--- src/rtl/uart_pixel_loader.sv ---
// uart_pixel_loader
// Pulls bytes out of the UART receive FIFO, packs every R,G,B triple into a
// 24-bit pixel and writes the pixels in order into the image RAM, starting at
// address 0, until NUM_PIXELS words have been written. A partial pixel that
// sits idle for TIMEOUT_CYCLES clocks is thrown away so that a lost byte cannot
// permanently shift the colour channels of the rest of the frame.

module uart_pixel_loader #(
  parameter int ADDR_BITS      = 13,
  parameter int NUM_PIXELS     = 8192,
  parameter int TIMEOUT_CYCLES = 1000000,
  parameter int TO_BITS        = 20
) (
  input  logic                 clk,
  input  logic                 reset,
  input  logic                 start,
  input  logic                 rx_empty,
  input  logic [7:0]           r_data,
  output logic                 rd_uart,
  output logic                 mem_we,
  output logic [ADDR_BITS-1:0] mem_addr,
  output logic [23:0]          mem_di,
  output logic                 busy,
  output logic                 done,
  output logic                 timeout_err
);

  // Address of the final pixel of a frame; the write there ends the frame.
  localparam logic [ADDR_BITS-1:0] LAST_ADDR = ADDR_BITS'(NUM_PIXELS - 1);
  localparam logic [ADDR_BITS-1:0] ADDR_ONE  = ADDR_BITS'(1);

  // Terminal count of the idle counter inside a partial pixel.
  localparam logic [TO_BITS-1:0]   TO_LAST   = TO_BITS'(TIMEOUT_CYCLES - 1);
  localparam logic [TO_BITS-1:0]   TO_ONE    = TO_BITS'(1);

  // Index of the byte that completes a pixel (B channel).
  localparam logic [1:0]           LAST_BYTE = 2'd2;

  typedef enum logic [1:0] {
    IDLE  = 2'd0,
    RECV  = 2'd1,
    WRITE = 2'd2,
    DONE  = 2'd3
  } state_t;

  state_t               state_q, state_d;
  logic [1:0]           byte_idx_q, byte_idx_d;
  logic [TO_BITS-1:0]   to_cnt_q, to_cnt_d;
  logic [23:0]          pix_q, pix_d;
  logic [23:0]          mem_di_q, mem_di_d;
  logic [ADDR_BITS-1:0] mem_addr_q, mem_addr_d;
  logic                 mem_we_q, mem_we_d;
  logic                 busy_q, busy_d;
  logic                 done_q, done_d;
  logic                 timeout_err_q, timeout_err_d;

  logic                 pop;
  logic [23:0]          pix_shift;

  // A byte is consumed in any RECV cycle where the FIFO has data; the pop
  // strobe must be combinational so the FIFO advances in that same cycle.
  assign pop       = (state_q == RECV) && !rx_empty;
  assign pix_shift = {pix_q[15:0], r_data};

  assign rd_uart     = pop;
  assign mem_we      = mem_we_q;
  assign mem_addr    = mem_addr_q;
  assign mem_di      = mem_di_q;
  assign busy        = busy_q;
  assign done        = done_q;
  assign timeout_err = timeout_err_q;

  // Next-state logic: frame sequencing, byte packing, idle timeout and the
  // registered RAM write port, which is loaded one cycle ahead of WRITE.
  always_comb begin
    state_d       = state_q;
    byte_idx_d    = byte_idx_q;
    to_cnt_d      = to_cnt_q;
    pix_d         = pix_q;
    mem_di_d      = mem_di_q;
    mem_addr_d    = mem_addr_q;
    mem_we_d      = 1'b0;
    busy_d        = busy_q;
    done_d        = done_q;
    timeout_err_d = timeout_err_q;

    case (state_q)
      IDLE, DONE: begin
        if (start) begin
          state_d       = RECV;
          mem_addr_d    = '0;
          byte_idx_d    = '0;
          to_cnt_d      = '0;
          done_d        = 1'b0;
          timeout_err_d = 1'b0;
          busy_d        = 1'b1;
        end
      end

      RECV: begin
        if (pop) begin
          // A pop always counts as a real byte, even on the timeout terminal count.
          pix_d    = pix_shift;
          to_cnt_d = '0;
          if (byte_idx_q == LAST_BYTE) begin
            byte_idx_d = '0;
            mem_we_d   = 1'b1;
            mem_di_d   = pix_shift;
            state_d    = WRITE;
          end else begin
            byte_idx_d = byte_idx_q + 2'd1;
          end
        end else if (byte_idx_q == 2'd0) begin
          to_cnt_d = '0;
        end else if (to_cnt_q == TO_LAST) begin
          // Stale partial pixel: drop it and resynchronise on the next byte as R.
          byte_idx_d    = '0;
          to_cnt_d      = '0;
          pix_d         = '0;
          timeout_err_d = 1'b1;
        end else begin
          to_cnt_d = to_cnt_q + TO_ONE;
        end
      end

      WRITE: begin
        if (mem_addr_q == LAST_ADDR) begin
          state_d = DONE;
          done_d  = 1'b1;
          busy_d  = 1'b0;
        end else begin
          mem_addr_d = mem_addr_q + ADDR_ONE;
          state_d    = RECV;
        end
      end

      default: begin
        state_d = IDLE;
        busy_d  = 1'b0;
      end
    endcase
  end

  // State and registered outputs; reset abandons any partial pixel.
  always_ff @(posedge clk or posedge reset) begin
    if (reset) begin
      state_q       <= IDLE;
      byte_idx_q    <= '0;
      to_cnt_q      <= '0;
      pix_q         <= '0;
      mem_di_q      <= '0;
      mem_addr_q    <= '0;
      mem_we_q      <= 1'b0;
      busy_q        <= 1'b0;
      done_q        <= 1'b0;
      timeout_err_q <= 1'b0;
    end else begin
      state_q       <= state_d;
      byte_idx_q    <= byte_idx_d;
      to_cnt_q      <= to_cnt_d;
      pix_q         <= pix_d;
      mem_di_q      <= mem_di_d;
      mem_addr_q    <= mem_addr_d;
      mem_we_q      <= mem_we_d;
      busy_q        <= busy_d;
      done_q        <= done_d;
      timeout_err_q <= timeout_err_d;
    end
  end

endmodule
--- config.mk ---
export PLATFORM = sky130hd
export DESIGN_NAME = uart_pixel_loader
export DESIGN_NICKNAME = d
export VERILOG_FILES = /design/src/rtl/uart_pixel_loader.sv
export SDC_FILE = /design/constraint.sdc
export NUM_CORES = 1
export LEC_CHECK = 0
export CAP_MARGIN = 20
export CORE_ASPECT_RATIO = 0.6
export CORE_MARGIN = 2
export CORE_UTILIZATION = 50
export DETAILED_ROUTE_END_ITERATION = 10
export GPL_ROUTABILITY_DRIVEN = 0
export PLACE_DENSITY = 0.74
export SKIP_CTS_REPAIR_TIMING = 1
export SLEW_MARGIN = 15
export SYNTH_ARGS = -nofsm -noshare
export SYNTH_HDL_FRONTEND = slang
export SYNTH_SLANG_ARGS = --single-unit
--- constraint.sdc ---
create_clock -name clk -period 3.35 [get_ports clk]
set_input_delay 0.67 -clock clk [delete_from_list [all_inputs] [get_ports clk]]
set_output_delay 0.67 -clock clk [all_outputs]
set_load 0.05 [all_outputs]
==> impl_metrics.json <==
{
  "status": "finished, final reports clean",
  "netlist_instances": 337,
  "fin_cells": 501,
  "drt_iter0_drc": 268,
  "vias": 2876,
  "postLayoutCoreUtil": 0.6527,
  "avgViaCountPerCell": 5.741,
  "min_delay_path_depth": 1,
  "cts_tree": "done",
  "cp-end-kind": "register",
  "r2r_cells": 7,
  "htreeDepth": 3,
  "row_count": 24,
  "cpPeakStageDelay_ns": 0.63,
  "root_buffer": "clkbuf_16",
  "fin_crit_sh": 0.7711,
  "postSynthNetCount": 355,
  "yosysTopAreaCellShare": 0.5387,
  "synth_top_area_cell": "dfrtp_1",
  "hpwl_um": 5763,
  "drc": 0,
  "clock-sinks": 81,
  "leakagePower_nw": 1.990,
  "hold_ws_ns": 0.4797,
  "yosys-top-cells-area": "dfrtp_1 (54%), mux2_2 (7.5%), a22o_1 (3.7%), nor2_1 (2.6%), a31oi_1 (2.5%)",
  "antenna_cells": 0,
  "firstDrtPassIters": 5,
  "syn_area_um2": 3762,
  "maxCapViolCount": 0,
  "ys_types": 52,
  "dp_slack_ns": 0.5363,
  "synth-main-ff-cell": "dfrtp_1",
  "rrSetupSlack_ns": 0.95,
  "grt_pass1_vias": 2836,
  "cp.arrival_ns": 2.81,
  "ioPinCount": 54,
  "fin_ws_ns": 0.7668,
  "yosysWarnings": 0,
  "rsz0062_at_grt": "false",
  "worst_pin_slew_ns": 0.9072,
  "async_flop_share": 1.000,
  "drt.antenna.violating_nets": 0,
  "grt_max_degree": 82,
  "start_util": 0.5177,
  "cp.buffers_inverters": 1,
  "die_area_um2": 8257,
  "drive_above_1_share": 0.1537,
  "placed_cell_area_um2": 4434,
  "critPathSlowestCell": "clkdlybuf4s50_1",
  "clk_pin_slew_ns": 0.06,
  "path_class": "primary input to register",
  "peakVddDrop_mv": 0.7062,
  "p_per_area_nw_per_um2": 846.0,
  "synth_common_cells": "dfrtp_1 (81), nor2_1 (26), mux2_2 (25)",
  "period_minus_slack_ns": 2.583,
  "min_to": "busy",
  "grt_overflow": 0,
  "fillers": 605,
  "synth.most_common_cell": "dfrtp_1",
  "maxSlewViolCount": 0,
  "maxSlewHeadroom": 0.3930,
  "clock_latency_ns": 0.34,
  "critical-path-top-delay-family": "simple AND/OR/NAND/NOR gates",
  "grt.total_usage": 0.2318,
  "synth_edf_count": 0,
  "r2r-start": "state_q[1]",
  "crit_top_cell": "nand2_1",
  "cp.required_ns": 3.58,
  "antenna_found_initial": 0,
  "min_path_type": "register to register",
  "setup_tns_ns": 0,
  "cts_buffers": 9,
  "setup_viol": 0,
  "worstPathMaxFanout": 8,
  "power.total_mw": 4.013,
  "min_from": "busy",
  "dieHeight_um": 71.19,
  "start_kind": "primary input",
  "syn_avg_cell_area_um2": 11.16,
  "hold_viol_final": 0,
  "max_freq_mhz": 387.1,
  "grt_pass1_wl_um": 14430,
  "finalClockSkew_ns": 0.005478,
  "ys_seq_area_frac": 0.5387,
  "io_buffer_count": 53,
  "r2r-end": "to_cnt_q[6]",
  "area_growth_pct": 26.07,
  "wl_per_cell_um": 16.82,
  "fp.dieW_um": 116.0,
  "nets": 410,
  "place_inst": 485,
  "drt-total-wl_um": 8425,
  "coreArea_um2": 7267,
  "cts.path.max_buffers": 2,
  "fin_area_um2": 4743,
  "synth_seq_cells": 81,
  "path_cells": "clkdlybuf4s50_1 -> nand2_1 -> or2_2 -> nor2_1 -> nand2_1 -> o41ai_1"
}
## worst max path at each step
| stage | cells after the start | to | startpoint |
|---|---|---|---|
| after floorplan | 1 | busy | reset |
| after global placement | 6 | to_cnt_q[6] | rx_empty |
| after detailed placement | 6 | to_cnt_q[6] | rx_empty |
| after CTS | 6 | to_cnt_q[6] | rx_empty |
| after global routing | 6 | to_cnt_q[6] | rx_empty |
| final | 6 | to_cnt_q[6] | rx_empty |
## power by group
part / total (mW) / internal (mW) / switching [mW]
combinational: 1.61 / 0.604 / 1.01
sequential: 1.39 / 1.22 / 0.165
clock: 1.01 / 0.637 / 0.375
total: 4.01 / 2.46 / 1.55
## layout by cell type, fill, tap and decap left out, types with 4 or more instances in the layout
cell | synthesis | final
ha_1 | 6 | 6
xnor2_1 | 8 | 8
buf_4 | 0 | 6
nand4_1 | 8 | 8
o21ai_0 | 10 | 10
o41ai_1 | 4 | 4
nand3b_1 | 6 | 6
clkbuf_16 | 0 | 9
and2_1 | 5 | 5
inv_1 | 13 | 12
dfrtp_1 | 81 | 81
a31oi_1 | 15 | 15
nor2_1 | 26 | 26
a21oi_1 | 9 | 9
nand2_1 | 23 | 23
nand3_1 | 13 | 13
clkdlybuf4s50_1 | 0 | 52
a22o_1 | 16 | 16
nor4_1 | 6 | 6
mux2_2 | 25 | 25
## registers in the layout, summed over array words and instances (netlist names), 2 cells and up
register    flops
mem_di         24
pix_q          16
state_q         2
mem_addr       13
byte_idx_q      2
to_cnt_q       20
## kinds of logic (layout without fill, tap and decap cells)
logic type / count (synthesis) / after routing / synth area share
mux: 27 / 27 / 0.08148
simple gates: 113 / 113 / 0.1689
xor+xnor: 11 / 11 / 0.02561
fa+ha+maj: 6 / 6 / 0.01995
buf+inv: 29 / 89 / 0.03259
compound gates: 70 / 70 / 0.1327
flops: 81 / 81 / 0.5387
## metal layers
metal,global-route usage,up-vias,wire length (µm)
met2,0.3184,88,3682
met1,0.3405,1426,4134
met4,0.07011,0,111
met3,0.08997,10,496
li1,-,1352,-
met5,0,-,0
## area by class of cell
type / instances / area, µm² / share of cell area
Tap cell: 104 / 130.1 / 0.02743
Multi-Input combinational cell: 227 / 1622 / 0.3419
Sequential cell: 81 / 2027 / 0.4273
Timing Repair Buffer: 60 / 605.6 / 0.1277
Inverter: 13 / 50.05 / 0.01055
Clock inverter: 2 / 35.03 / 0.007386
Clock buffer: 14 / 274.0 / 0.05777
(Power assumes the default switching activity.)
